## config.mk

```make
export PLATFORM = sky130hd
export DESIGN_NAME = bellek_hakem
export DESIGN_NICKNAME = d
export VERILOG_FILES = /design/src/rtl/bellek_hakem_pkg.sv /design/src/rtl/bellek_hakem_rr.sv /design/src/rtl/bellek_hakem.sv
export SDC_FILE = /design/constraint.sdc
export NUM_CORES = 1
export LEC_CHECK = 0
export BUFFER_PORTS_ARGS = -buffer_cell sky130_fd_sc_hd__buf_2
export CORE_AREA = 3 3 115 117
export CTS_CLUSTER_DIAMETER = 60
export DETAILED_ROUTE_END_ITERATION = 16
export DIE_AREA = 0 0 118 120
export GPL_ROUTABILITY_DRIVEN = 0
export HOLD_SLACK_MARGIN = 0.1
export PLACE_DENSITY = 0.69
export SLEW_MARGIN = 10
export SYNTH_ARGS = -nofsm -noshare
export SYNTH_HDL_FRONTEND = slang
export SYNTH_SLANG_ARGS = --single-unit
export TNS_END_PERCENT = 50
```

## constraint.sdc

```tcl
create_clock -name i_clk -period 1.8 [get_ports i_clk]
set_clock_uncertainty 0.15 [all_clocks]
set_input_delay 0.18 -clock i_clk [delete_from_list [all_inputs] [get_ports i_clk]]
set_output_delay 0.18 -clock i_clk [all_outputs]
set_load 0.1 [all_outputs]
```

## src/rtl/bellek_hakem_pkg.sv

```systemverilog
// Shared definitions for the memory access controller: state encoding,
// default widths and the main memory base address.
package bellek_hakem_pkg;

  localparam int ADRES_BIT_VARS = 32;
  localparam int VERI_BIT_VARS  = 32;
  localparam int SAYAC_BIT      = 4;

  localparam logic [31:0] BELLEK_ADRES = 32'h8000_0000;

  typedef enum logic [1:0] {
    BOSTA = 2'd0,
    BEKLE = 2'd1,
    ERIS  = 2'd2,
    TAMAM = 2'd3
  } durum_t;

endpackage

```

## src/rtl/bellek_hakem_rr.sv

```systemverilog
// Two-input round-robin arbiter; the last-grant flop decides ties.
module hakem_rr (
  input  logic       i_clk,
  input  logic       i_rst,
  input  logic [1:0] i_istek,
  input  logic       i_kabul,
  output logic       o_secim
);

  // Reset as "port 1 served last" so port 0 wins the first tie.
  logic r_son;

  assign o_secim = (i_istek == 2'b11) ? ~r_son : i_istek[1];

  always_ff @(posedge i_clk) begin
    if (i_rst)        r_son <= 1'b1;
    else if (i_kabul) r_son <= o_secim;
  end

endmodule

```

## src/rtl/bellek_hakem.sv

```systemverilog
// Memory access controller: round-robin between the processor (port 0) and a
// secondary master (port 1), each access stretched by GECIKME wait cycles.
module bellek_hakem
  import bellek_hakem_pkg::*;
#(
  parameter int ADRES_BIT = ADRES_BIT_VARS,
  parameter int VERI_BIT  = VERI_BIT_VARS,
  parameter int GECIKME   = 2
) (
  input  logic                 i_clk,
  input  logic                 i_rst,
  input  logic                 i_p0_istek,
  input  logic                 i_p0_yaz,
  input  logic [ADRES_BIT-1:0] i_p0_adres,
  input  logic [VERI_BIT-1:0]  i_p0_yaz_veri,
  output logic [VERI_BIT-1:0]  o_p0_oku_veri,
  output logic                 o_p0_hazir,
  input  logic                 i_p1_istek,
  input  logic                 i_p1_yaz,
  input  logic [ADRES_BIT-1:0] i_p1_adres,
  input  logic [VERI_BIT-1:0]  i_p1_yaz_veri,
  output logic [VERI_BIT-1:0]  o_p1_oku_veri,
  output logic                 o_p1_hazir,
  output logic [ADRES_BIT-1:0] o_bellek_adres,
  output logic [VERI_BIT-1:0]  o_bellek_yaz_veri,
  output logic                 o_bellek_yaz,
  input  logic [VERI_BIT-1:0]  i_bellek_oku_veri
);

  if (GECIKME < 0 || GECIKME > 15) begin : g_param_hata
    $error("bellek_hakem: GECIKME must be in 0..15");
  end

  localparam logic [SAYAC_BIT-1:0] SAYAC_YUK =
    (GECIKME > 0) ? SAYAC_BIT'(GECIKME - 1) : '0;

  durum_t                        r_durum, w_sonraki;
  logic [SAYAC_BIT-1:0]          r_sayac;
  logic                          r_yaz, r_id;
  logic [ADRES_BIT-1:0]          r_adres;
  logic [VERI_BIT-1:0]           r_yaz_veri, r_oku_veri;

  logic [1:0]                    w_istek, w_yaz_p, w_hazir;
  logic [1:0][ADRES_BIT-1:0]     w_adres_p;
  logic [1:0][VERI_BIT-1:0]      w_veri_p;
  logic                          w_secim, w_kabul;

  assign w_istek   = {i_p1_istek, i_p0_istek};
  assign w_yaz_p   = {i_p1_yaz, i_p0_yaz};
  assign w_adres_p = {i_p1_adres, i_p0_adres};
  assign w_veri_p  = {i_p1_yaz_veri, i_p0_yaz_veri};

  hakem_rr u_hakem (
    .i_clk   (i_clk),
    .i_rst   (i_rst),
    .i_istek (w_istek),
    .i_kabul (w_kabul),
    .o_secim (w_secim)
  );

  always_comb begin
    w_sonraki = r_durum;
    w_kabul   = 1'b0;
    case (r_durum)
      BOSTA: if (|w_istek) begin
        w_kabul   = 1'b1;
        w_sonraki = (GECIKME > 0) ? BEKLE : ERIS;
      end
      BEKLE:   if (r_sayac == '0) w_sonraki = ERIS;
      ERIS:    w_sonraki = TAMAM;
      TAMAM:   w_sonraki = BOSTA;
      default: w_sonraki = BOSTA;
    endcase
  end

  always_ff @(posedge i_clk) begin
    if (i_rst) begin
      r_durum    <= BOSTA;
      r_sayac    <= '0;
      r_yaz      <= 1'b0;
      r_id       <= 1'b0;
      r_adres    <= '0;
      r_yaz_veri <= '0;
      r_oku_veri <= '0;
    end else begin
      r_durum <= w_sonraki;
      if (w_kabul) begin
        r_id       <= w_secim;
        r_yaz      <= w_yaz_p[w_secim];
        r_adres    <= w_adres_p[w_secim];
        r_yaz_veri <= w_veri_p[w_secim];
        r_sayac    <= SAYAC_YUK;
      end else if (r_durum == BEKLE && r_sayac != '0) begin
        r_sayac <= r_sayac - 1'b1;
      end
      // Writes leave the read register untouched.
      if (r_durum == ERIS && !r_yaz) r_oku_veri <= i_bellek_oku_veri;
    end
  end

  for (genvar g = 0; g < 2; g++) begin : g_port
    assign w_hazir[g] = (r_durum == TAMAM) && (r_id == 1'(g));
  end

  assign o_p0_hazir        = w_hazir[0];
  assign o_p1_hazir        = w_hazir[1];
  assign o_p0_oku_veri     = r_oku_veri;
  assign o_p1_oku_veri     = r_oku_veri;
  assign o_bellek_adres    = r_adres & ~(ADRES_BIT'(3));
  assign o_bellek_yaz_veri = r_yaz_veri;
  assign o_bellek_yaz      = (r_durum == ERIS) && r_yaz;

endmodule
```

# [Yosys cells after proc, flatten, opt, wreduce, memory -nomap -nowiden]
# Index checks and enable logic that the tools add are counted.
[word_totals] input_bits=166 elab_cells=46 regBits=105 output_inout_bits=131
[classes] addsub=1 mux=14 n_eq_ne=6 n_lt_le_gt_ge=1 bitwise_logic=2 reduce_logical=13
[op_table] op="$mux 32" count=4
[op_table] op="$pmux 2 s4" count=1
[op_table] op="$mux 1" count=7
[op_table] op="$eq 2x2->1 const B" count=3
[op_table] op="$logic_and 1x1->1" count=5
[op_table] op="$logic_not 4->1" count=1
[op_table] op="$mux 2" count=2
[op_table] op="$ne 2x2->1 const B" count=2
[op_table] op="$reduce_bool 4->1" count=1
[op_table] op="$reduce_or 2->1" count=2
[op_table] op="$sub 4x1->4 const B" count=1
[op_table] op="$eq 2x1->1 const B" count=1
[op_table] op="$logic_not 2->1" count=1
[op_table] op="$lt 1x2->1 const B" count=1
[op_table] op="$not 1->1" count=2
[op_table] op="$reduce_and 2->1" count=1
[op_table] op="$reduce_bool 2->1" count=1
[op_table] op="$logic_not 1->1" count=1

# [Depth between registers and ports, before layout]
# Gate-level depths: netlist of run 1.
[logic_depth] depth_word=4 ltp_mapped=7 depth_no_buf=5

# [Hierarchy]
# A second synthesis of run 1 with hierarchy kept.
[hier_totals] cells_unflattened=508 area_unflattened_um2=4564.4
[modules_own_cells] mod="bellek_hakem" area_per_inst_um2=4521.8 seq_area_each_um2=2042.0 n_inst=1 cells_per_inst=504
[modules_own_cells] mod="hakem_rr" area_per_inst_um2=42.5 seq_area_each_um2=20.0 n_inst=1 cells_per_inst=4

# [Worst setup path before layout of run 1]
# Ideal clock, no wire load.
[synth_timing] path_kind="register to output" start="register r_durum[0]" end="output port o_p0_hazir" t_arrival_ps=1864 t_required_ps=1470 path_stages_with_launch=3 path_buffers=0 setup_slack_ps=-394 cell_sequence="dfxtp_1 > ha_1 > nor2b_1"
[synth_via] elab_chain_len=2
[synth_rtl] element="start: declaration" line_no="bellek_hakem.sv:37" source="durum_t r_durum, w_sonraki;"
[synth_rtl] element="start signal: assignment" line_no="bellek_hakem.sv:86" source="r_durum <= w_sonraki;"
[synth_rtl] element="$eq 2x2->1" line_no="bellek_hakem.sv:102" source="assign w_hazir[g] = (r_durum == TAMAM) && (r_id == 1'(g));"
[synth_rtl] element="$logic_and 1x1->1" line_no="bellek_hakem.sv:102"
[synth_rtl] element="end: declaration" line_no="bellek_hakem.sv:17" source="output logic o_p0_hazir,"
# No other way between the ends.

# [Worst setup path in the final report of run 1]
[layout_timing] start="register r_durum[0]" end="output port o_p1_hazir"
[layout_via] elab_chain_len=2
[layout_rtl] element="$eq 2x2->1" line_no="bellek_hakem.sv:102"
[layout_rtl] element="$logic_and 1x1->1" line_no="bellek_hakem.sv:102"
[layout_rtl] element="end: declaration" line_no="bellek_hakem.sv:23" source="output logic o_p1_hazir,"
# No other way between the ends.

==> results of run 1 <==
==> kinds of logic after synthesis <==
group | share of synthesized area (%)
AO/OA/AOI/OAI | 18.7
XOR/XNOR | 0.200
adder cells (fa/ha/maj) | 1.71
buffers and inverters | 9.52
flip-flops | 47.0
multiplexers | 14.8
other | 0.0854
AND/OR/NAND/NOR | 8.01
==> power breakdown <==
part           switching [W]  internal [W]
Clock               0.000832       0.00136
Sequential          0.000356       0.00285
Combinational        0.00606       0.00147
Total                0.00725       0.00568
==> flip-flops by register name (all words and copies together) (netlist names) <==
name,flops
r_id,1
u_hakem.r_son,1
r_durum,2
r_yaz,1
o_p0_oku_veri,32
r_adres,30
o_bellek_yaz_veri,32
r_sayac,4
==> cells in the final DEF (no fill, tap or decap), drive strengths merged, types with 2 or more instances in the layout <==
cell         synthesis  final
diode                0      2
nor2b                3      3
clkinv               0      3
conb                 1      2
ha                   6      6
nand2b               4      4
a21oi               35     35
clkbuf              22     10
dfxtp              103    103
o2bb2ai             63     63
inv                  5      5
nor2                 4      4
buf                 43    301
o21ai                2      2
and2                 2      2
or2                  2      2
nand2               64     64
bufinv               0      3
mux2i               65     65
dlygate4sd3          0    159
a311oi               2      2
==> through the flow <==
step	power, W	util [%]
2_1_floorplan	0.00927	-
3_3_place_gp	0.0103	47.3
3_5_place_dp	0.0104	47.3
4_1_cts	0.0129	62.8
5_1_grt	0.0134	62.9
6_report	0.0129	62.9
==> final cells by class <==
class / count / area share (%)
clock buffers: 10 / 2.92
flip-flops and latches: 103 / 26.3
repair buffers: 460 / 41.4
inverters: 5 / 0.239
multi-input cells: 266 / 24.9
diodes: 2 / 0.0638
clock inverters: 6 / 1.39
well taps: 172 / 2.75
==> worst max-delay path: stages, from the launching register on <==
cell	delay (ns)
dfxtp_1	0.31
buf_4	0.14
ha_1	0.20
and2_1	0.16
buf_4	0.23
==> routing by layer <==
| layer | track usage (%) | up-vias | wire length [um] |
|---|---|---|---|
| met5 | 0 | - | 0 |
| li1 | - | 2339 | - |
| met2 | 41.2 | 329 | 8230 |
| met1 | 25.0 | 2266 | 6240 |
| met4 | 17.6 | 0 | 1200 |
| met3 | 5.66 | 103 | 1280 |
==> what timing repair did <==
item                                    4_1_cts  5_1_grt
gates resized for setup                       2        4
endpoints found under the setup margin        2       64
hold buffers                                159        0
hold endpoints to repair                     97        0
==> worst min-delay path by stage <==
stage                       end  slack [ns]                 start  depth (start not counted)
2_1_floorplan  o_p0_oku_veri[0]        0.17  i_bellek_oku_veri[0]                          2
3_3_place_gp   o_p0_oku_veri[8]        0.28  i_bellek_oku_veri[8]                          3
3_5_place_dp   o_p0_oku_veri[1]        0.28  i_bellek_oku_veri[1]                          3
4_1_cts           u_hakem.r_son        0.16            i_p0_istek                          3
5_1_grt           u_hakem.r_son        0.18            i_p0_istek                          3
6_report          u_hakem.r_son        0.17            i_p0_istek                          3
==> impl_metrics.py, run 1 <==
metrics = {
    "clock_tree": {
        "cts.sinks": 103,
        "htreeDepth": 3,
        "cts_setup_buffers": 0,
        "root_buffer": "clkbuf_16",
        "path_clk_slew_ns": 0.06,
        "clock_path_buffers": 2,
        "cts_tree": "yes",
        "numCtsBuffers": 9,
        "clk_latency_ns": 0.34,
    },
    "outcome": {
        "status": "finished, final reports clean",
    },
    "run": {
        "max_cap_viol_count": 0,
    },
    "critical_path": {
        "critPathMaxFanout": 3,
        "cp-startpoint": "r_durum[0]",
        "r2r_slack_ns": 0.13,
        "rr_worst_depth": 5,
        "r2r_start": "r_sayac[0]",
        "crit_end": "o_p1_hazir",
        "crit_path_end_kind": "output port",
        "r2r_end": "r_sayac[3]",
        "required_ns": 1.47,
        "cp.arrival_ns": 1.38,
        "cp-start-kind": "register",
        "worst-setup-path-type": "register to output port",
    },
    "logic_synthesis": {
        "syn_area_per_cell_sq_um": 10.0,
        "synth_flop_cell": "dfxtp_1",
        "yosys_warnings": 0,
        "async_flop_share_pct": 0,
        "syn-cell-area_sq_um": 4390,
        "ys_top_cells_by_area": "dfxtp_1, mux2i_1, o2bb2ai_1",
        "synth_edf_count": 0,
        "synth.top_cell.area_share_pct": 47.0,
        "yosys_register_bits": 103,
        "synthCells": 438,
        "synthTopCellsByCount": "dfxtp_1, mux2i_1, nand2_1",
        "synth_seq_area_share_pct": 47.0,
        "synth.most_common_cell": "dfxtp_1",
        "yosys.area.top_type": "dfxtp_1",
        "yosysUniqueCellTypes": 33,
    },
    "placement": {
        "port-buffer-count": 290,
        "pre_cts_slack_ns": 0.0605,
        "placed_area_sq_um": 5890,
        "dp_hpwl_mm": 9.52,
        "numPlacedInstances": 847,
    },
    "layout": {
        "multi_input_area_sq_um": 1950,
        "layout.cells.non_filler": 1024,
        "nFillCells": 925,
        "layout.nets": 1017,
        "postLayoutCellArea_sq_um": 7840,
        "regArea_sq_um": 2060,
        "drive_gt1_share_pct": 38.6,
        "synthToLayoutAreaGrowth_pct": 78.6,
    },
    "grt": {
        "antenna_found_initial": 2,
        "grt_max_degree": 39,
        "grt_use_total_pct": 23.7,
        "grt-ovfl-total": 0,
        "first_global_vias": 5411,
        "grt_pass1_wl_mm": 27.0,
    },
    "sta": {
        "worstMarginPinSlew_ns": 0.519,
        "maxSlewViolCount": 0,
        "fmax_mhz": 585,
        "final-setup-viol-count": 0,
        "finalSetupTns_ns": 0,
        "setup_ws_ns": 0.0915,
        "finalCritPeriodShare_pct": 94.9,
        "period_needed_ns": 1.71,
        "hold_ws_ns": 0.169,
        "hold_viol": 0,
        "slew_headroom_pct": 65.7,
        "rsz0062_at_grt": "no",
    },
    "pwr": {
        "vdd_drop_max_mv": 1.07,
        "power.density_nw_per_um2": 1650,
        "p_leak_nw": 3.68,
    },
    "detailed_routing": {
        "wl_per_cell_um": 16.5,
        "drt_first_pass_iters": 4,
        "dr_total_vias": 5037,
        "wl_mm": 16.9,
        "routed_via_density": 4.92,
        "drc_errors": 0,
        "ant_nets": 0,
        "dr.first_iter.drc_count": 224,
    },
    "floorplanning": {
        "dieArea_sq_um": 14200,
        "core_sq_um": 12500,
        "rows": 41,
        "start_util_pct": 35.2,
        "die_y_um": 120,
        "die_x_um": 118,
        "io-pin-count": 297,
    },
    "worst_hold_path": {
        "hold_path_class": "input pin to register",
    },
}
(Power assumes the default switching activity.)
==> inputs of run 2 (changes only) <==
GPL_TIMING_DRIVEN = 0   (was not set)
==> run 2 against run 1 <==
  * First-iteration DRC count fell by 40%
  * Power grew 2.9%
  * Register-to-register slack got worse by 0.06 ns
  * Maximum frequency decreased by 1.8%
  * Clock power grew 8%
  * Worst setup slack got worse by 0.031 ns
  * Wire length grew 4.4%
  * Count of clock-buffer cells in the layout decreased by 1
  * Die area stayed put
  * Global-route usage up 1.0 points
  * Final cell count rose by 5.3%
==> impl_metrics.py, run 2 (synthesis results as in run 1) <==
metrics = {
    "floorplanning": {
        "start_util_pct": 35.2,
        "die_x_um": 118,
        "die_y_um": 120,
        "dieArea_sq_um": 14200,
        "rows": 41,
        "core_sq_um": 12500,
        "io-pin-count": 297,
    },
    "critical_path": {
        "cp-start-kind": "register",
        "path_delay_family": "buffers and inverters",
        "crit_buf_inv": 1,
        "slowest_stage": "buf_2",
        "cp-startpoint": "r_durum[0]",
        "critPathMaxFanout": 4,
        "crit_cells": 3,
        "r2r_start": "r_sayac[0]",
        "rr_worst_depth": 5,
        "cp.arrival_ns": 1.41,
        "required_ns": 1.47,
        "crit_chain": "ha_1 > nor2b_2 > buf_2",
        "crit_path_end_kind": "output port",
        "worst-setup-path-type": "register to output port",
        "crit_path_max_incr_delay_ns": 0.44,
    },
    "grt": {
        "grt_pass1_wl_mm": 28.2,
        "antenna_found_initial": 1,
        "grt-ovfl-total": 0,
        "grt_max_degree": 17,
        "grt_use_total_pct": 24.7,
        "first_global_vias": 5665,
    },
    "detailed_routing": {
        "routed_via_density": 4.82,
        "dr.first_iter.drc_count": 135,
        "dr_total_vias": 5198,
        "drt_first_pass_iters": 4,
        "drc_errors": 0,
        "wl_per_cell_um": 16.4,
        "wl_mm": 17.7,
        "ant_nets": 0,
    },
    "clock_tree": {
        "cts_tree": "yes",
        "htreeDepth": 3,
        "cts.sinks": 103,
        "path_clk_slew_ns": 0.07,
        "clock_path_buffers": 2,
        "clk_latency_ns": 0.34,
        "root_buffer": "clkbuf_16",
        "numCtsBuffers": 9,
    },
    "sta": {
        "slew_headroom_pct": 65.2,
        "setup_ws_ns": 0.0606,
        "worstMarginPinSlew_ns": 0.526,
        "rsz0062_at_grt": "yes",
        "finalCritPeriodShare_pct": 96.6,
        "final-setup-viol-count": 0,
        "period_needed_ns": 1.74,
        "hold_ws_ns": 0.129,
        "hold_viol": 0,
        "fmax_mhz": 575,
        "maxSlewViolCount": 0,
    },
    "layout": {
        "layout.nets": 1072,
        "final_common_cell": "buf_2",
        "nFillCells": 925,
        "drive_gt1_share_pct": 42.7,
        "synthToLayoutAreaGrowth_pct": 85.7,
        "layout.cells.non_filler": 1078,
        "final_cell_mix": "buf_2, dlygate4sd3_1, dfxtp_1",
        "final_core_util_pct": 65.4,
    },
    "pwr": {
        "power.internal_w": 0.00596,
        "clock_power_share_pct": 17.7,
        "seqPwrFrac_pct": 24.3,
        "switching_power_w": 0.00734,
        "combPwrFrac_pct": 58.0,
        "power.density_nw_per_um2": 1630,
        "vdd_drop_max_mv": 0.882,
        "switching_share_pct": 55.2,
        "p_leak_nw": 3.93,
        "total_power_w": 0.0133,
    },
    "outcome": {
        "status": "finished, final reports clean",
    },
    "placement": {
        "port-buffer-count": 290,
        "numPlacedInstances": 901,
        "dp_hpwl_mm": 10.8,
        "pre_cts_slack_ns": -0.473,
    },
    "run": {
        "max_cap_viol_count": 0,
    },
    "worst_hold_path": {
        "holdPathStages": 3,
        "hold_path_class": "input pin to register",
        "min-delay-start": "i_p0_istek",
    },
}
==> run 2: cell count changes in the layout (fill, tap and decap cells not counted), sizes merged <==
cell	previous run	this run
clkbuf	10	28
buf	301	337
diode	2	1
bufinv	3	4
==> run 2: power by group through the flow <==
stage / clock, W / combinational, W / sequential [W]
after floorplan: 0 / 0.00230 / 0.00697
after global placement: 0 / 0.00718 / 0.00323
after detailed placement: 0 / 0.00724 / 0.00324
after CTS: 0.00239 / 0.00762 / 0.00321
after global routing: 0.00249 / 0.00798 / 0.00330
final: 0.00236 / 0.00771 / 0.00323
==> run 2: final timing paths <==
path	end	slack (ns)
hold / removal	u_hakem.r_son	0.13
hold reg to reg	r_adres[14]	0.31
setup reg to reg	r_sayac[3]	0.07
setup / recovery	o_p0_hazir	0.06
==> run 2: per-stage QoR <==
stage	instance area (sq um)	TNS, ns
finish	8150	0
CTS	8110	-0.0232
global route	8150	-0.0165
floorplan	4400	0
global placement	6060	-22.47
detailed placement	6060	-27.55
==> run 2: what timing repair did <==
action | in CTS | in global routing
gates resized for setup | 32 | 25
hold buffers | 159 | 0
pin swaps | 1 | 1
setup buffers | 2 | 0
endpoints found under the hold margin | 99 | 0
setup endpoints to repair | 100 | 98
==> run 2: worst min-delay path, delay by kind of cell <==
family | cells | cell delay (ns)
AOI/OAI and AO/OA | 1 | 0.15
buffers and inverters | 1 | 0.14
and+or+nand+nor | 1 | 0.11
==> run 2: metal layers <==
metal	global-route usage [%]	part of all wire, %	vias up
li1	-	-	2442
met4	15.0	5.7	0
met5	0	0	-
met1	26.1	38	2357
met3	7.68	7.5	90
met2	43.1	49	309
==> run 2: cell type report <==
| cell class | count | area (sq um) | share of cell area (%) |
|---|---|---|---|
| clock buffer | 9 | 225 | 2.76 |
| multi-input combinational | 266 | 1960 | 24.0 |
| buffer | 64 | 450 | 5.52 |
| clock inverter | 7 | 135 | 1.66 |
| inverter | 5 | 18.8 | 0.230 |
| antenna | 1 | 2.50 | 0.0307 |
| tap | 172 | 215 | 2.64 |
| timing repair buffer | 451 | 3090 | 37.8 |
| sequential | 103 | 2060 | 25.3 |
==> inputs of run 3 (changes only) <==
CORE_AREA = 3 3 113 115   (was 3 3 115 117)
DIE_AREA = 0 0 116 118   (was 0 0 118 120)
PLACE_DENSITY = 0.76   (was 0.69)
clock period = 1.9 ns   (was 1.8 ns; I/O delays follow)
==> run 3 against run 2 <==
  * Via count barely moved
  * Global-route usage increased by 1.0 points
  * Hold slack improved by 0.012 ns
  * Power decreased by 9.1%
  * Wire length rose by 2.7%
  * Count of clock-buffer cells in the layout rose by 2
  * Critical path type unchanged
  * Largest power group unchanged
  * Final area decreased by 1.6%
  * First-iteration DRC count is 130% higher
  * Combinational power down 5.1%
  * Core utilization grew 1.9 points
==> impl_metrics.py, run 3 (synthesis results as in run 1) <==
metrics = {
    "layout": {
        "final_core_util_pct": 67.3,
        "final_cell_mix": "buf_2, dlygate4sd3_1, dfxtp_1",
        "drive_gt1_share_pct": 41.8,
        "final_common_cell": "buf_2",
        "layout.nets": 1076,
        "synthToLayoutAreaGrowth_pct": 82.8,
        "nFillCells": 876,
        "layout.cells.non_filler": 1057,
    },
    "detailed_routing": {
        "dr_total_vias": 5202,
        "m1WireLength_mm": 7.01,
        "wl_met3_mm": 1.49,
        "ant_nets": 0,
        "wl_per_cell_um": 17.2,
        "drt_first_pass_iters": 4,
        "routed_via_density": 4.92,
        "dr.first_iter.drc_count": 317,
        "wl_met2_mm": 8.77,
        "wl_mm": 18.2,
        "drc_errors": 0,
        "top_layer": "met4",
    },
    "pwr": {
        "vdd_drop_max_mv": 1.13,
        "power.density_nw_per_um2": 1510,
        "total_power_w": 0.0121,
        "p_leak_nw": 3.88,
    },
    "critical_path": {
        "slowest_stage": "buf_2",
        "critPathMaxFanout": 4,
        "cp.arrival_ns": 1.47,
        "required_ns": 1.56,
        "crit_path_max_incr_delay_ns": 0.43,
        "worst-setup-path-type": "register to output port",
        "rr_worst_depth": 5,
        "cp-start-kind": "register",
        "r2r_end": "r_adres[2]",
        "r2r_start": "u_hakem.r_son",
        "crit_buf_inv": 1,
        "crit_chain": "ha_1 > and2_1 > buf_2",
        "crit_end": "o_p1_hazir",
        "cp-startpoint": "r_durum[0]",
        "crit_path_end_kind": "output port",
        "crit_cells": 3,
        "r2r_slack_ns": 0.09,
        "path_delay_family": "buffers and inverters",
    },
    "worst_hold_path": {
        "hold_path_class": "input pin to register",
    },
    "grt": {
        "antenna_found_initial": 1,
        "first_global_vias": 5586,
        "grt-ovfl-total": 0,
        "grt_pass1_wl_mm": 28.1,
        "grt_use_total_pct": 25.7,
        "grt_max_degree": 18,
    },
    "clock_tree": {
        "clk_latency_ns": 0.33,
        "root_buffer": "clkbuf_16",
        "clock_path_buffers": 2,
        "htreeDepth": 3,
        "cts_tree": "yes",
        "numCtsBuffers": 9,
        "cts.sinks": 103,
        "path_clk_slew_ns": 0.07,
    },
    "sta": {
        "final-setup-viol-count": 0,
        "setup_ws_ns": 0.0883,
        "finalSetupTns_ns": 0,
        "worstMarginPinSlew_ns": 0.537,
        "hold_viol": 0,
        "rsz0062_at_grt": "yes",
        "finalCritPeriodShare_pct": 95.4,
        "fmax_mhz": 552,
        "slew_headroom_pct": 64.5,
        "maxSlewViolCount": 0,
        "period_needed_ns": 1.81,
    },
    "placement": {
        "dp_hpwl_mm": 10.6,
        "numPlacedInstances": 876,
        "port-buffer-count": 290,
        "pre_cts_slack_ns": -0.363,
    },
    "floorplanning": {
        "core_sq_um": 11900,
        "dieArea_sq_um": 13700,
        "die_x_um": 116,
        "die_y_um": 118,
        "rows": 40,
        "start_util_pct": 36.8,
        "io-pin-count": 297,
    },
    "outcome": {
        "status": "finished, final reports clean",
    },
    "run": {
        "max_cap_viol_count": 0,
    },
}
## run 3: cell count changes in the layout (fill, tap and decap cells not counted), moves of 2 or more
cell / before / now
buf_4: 43 / 46
bufinv_16: 4 / 0
clkbuf_1: 1 / 6
clkbuf_2: 10 / 12
clkbuf_4: 7 / 5
clkinv_2: 3 / 0
clkinvlp_4: 0 / 2
dfxtp_1: 101 / 103
dfxtp_2: 2 / 0
inv_6: 0 / 2
## run 3: tightest hold or removal path, stage by stage
cell     delay, ns
buf_2         0.14
a31oi_1       0.16
or2_2         0.11
## run 3: per-stage QoR
stage / hold WS (ns) / area, sq um
global placement: 0.283 / 6030
floorplan: 0.176 / 4400
detailed placement: 0.287 / 6030
global route: 0.137 / 8020
CTS: 0.111 / 7950
finish: 0.141 / 8020
## run 3: metal layers
metal  vias up  global-route usage (%)
li1       2452                       -
met1      2371                    28.8
met2       308                    43.8
met3        71                    6.94
met4         0                    13.4
met5         -                       0
## run 3: how the worst min path moves through the flow
stage | start | endpoint | slack, ns | depth (start not counted)
CTS | i_p0_istek | u_hakem.r_son | 0.11 | 3
global route | i_p0_istek | u_hakem.r_son | 0.14 | 3
detailed placement | i_bellek_oku_veri[19] | o_p0_oku_veri[19] | 0.29 | 3
finish | i_p0_istek | u_hakem.r_son | 0.14 | 3
floorplan | i_bellek_oku_veri[0] | o_p0_oku_veri[0] | 0.18 | 2
global placement | i_bellek_oku_veri[28] | o_p0_oku_veri[28] | 0.28 | 3
## run 3: where the power goes
| part | internal [W] | switching, W |
|---|---|---|
| clock | 0.000902 | 0.000809 |
| combinational | 0.00150 | 0.00582 |
| sequential | 0.00270 | 0.000346 |
## run 3: layout make-up
| cell class | instances | area, sq um | share of cell area, % |
|---|---|---|---|
| Antenna cell | 1 | 2.50 | 0.0312 |
| Buffer | 65 | 435 | 5.43 |
| Clock buffer | 11 | 233 | 2.90 |
| Clock inverter | 5 | 41.3 | 0.515 |
| Inverter | 5 | 18.8 | 0.234 |
| Multi-Input combinational cell | 266 | 1940 | 24.2 |
| Sequential cell | 103 | 2060 | 25.7 |
| Tap cell | 147 | 184 | 2.29 |
| Timing Repair Buffer | 454 | 3100 | 38.7 |
## run 3: what timing repair did
action / CTS / global route
hold buffers: 159 / 0
endpoints found under the setup margin: 91 / 98
hold endpoints to repair: 99 / 0
pin swaps: 1 / 0
gates resized for setup: 17 / 28
cloned: 0 / 0
setup buffers: 1 / 4
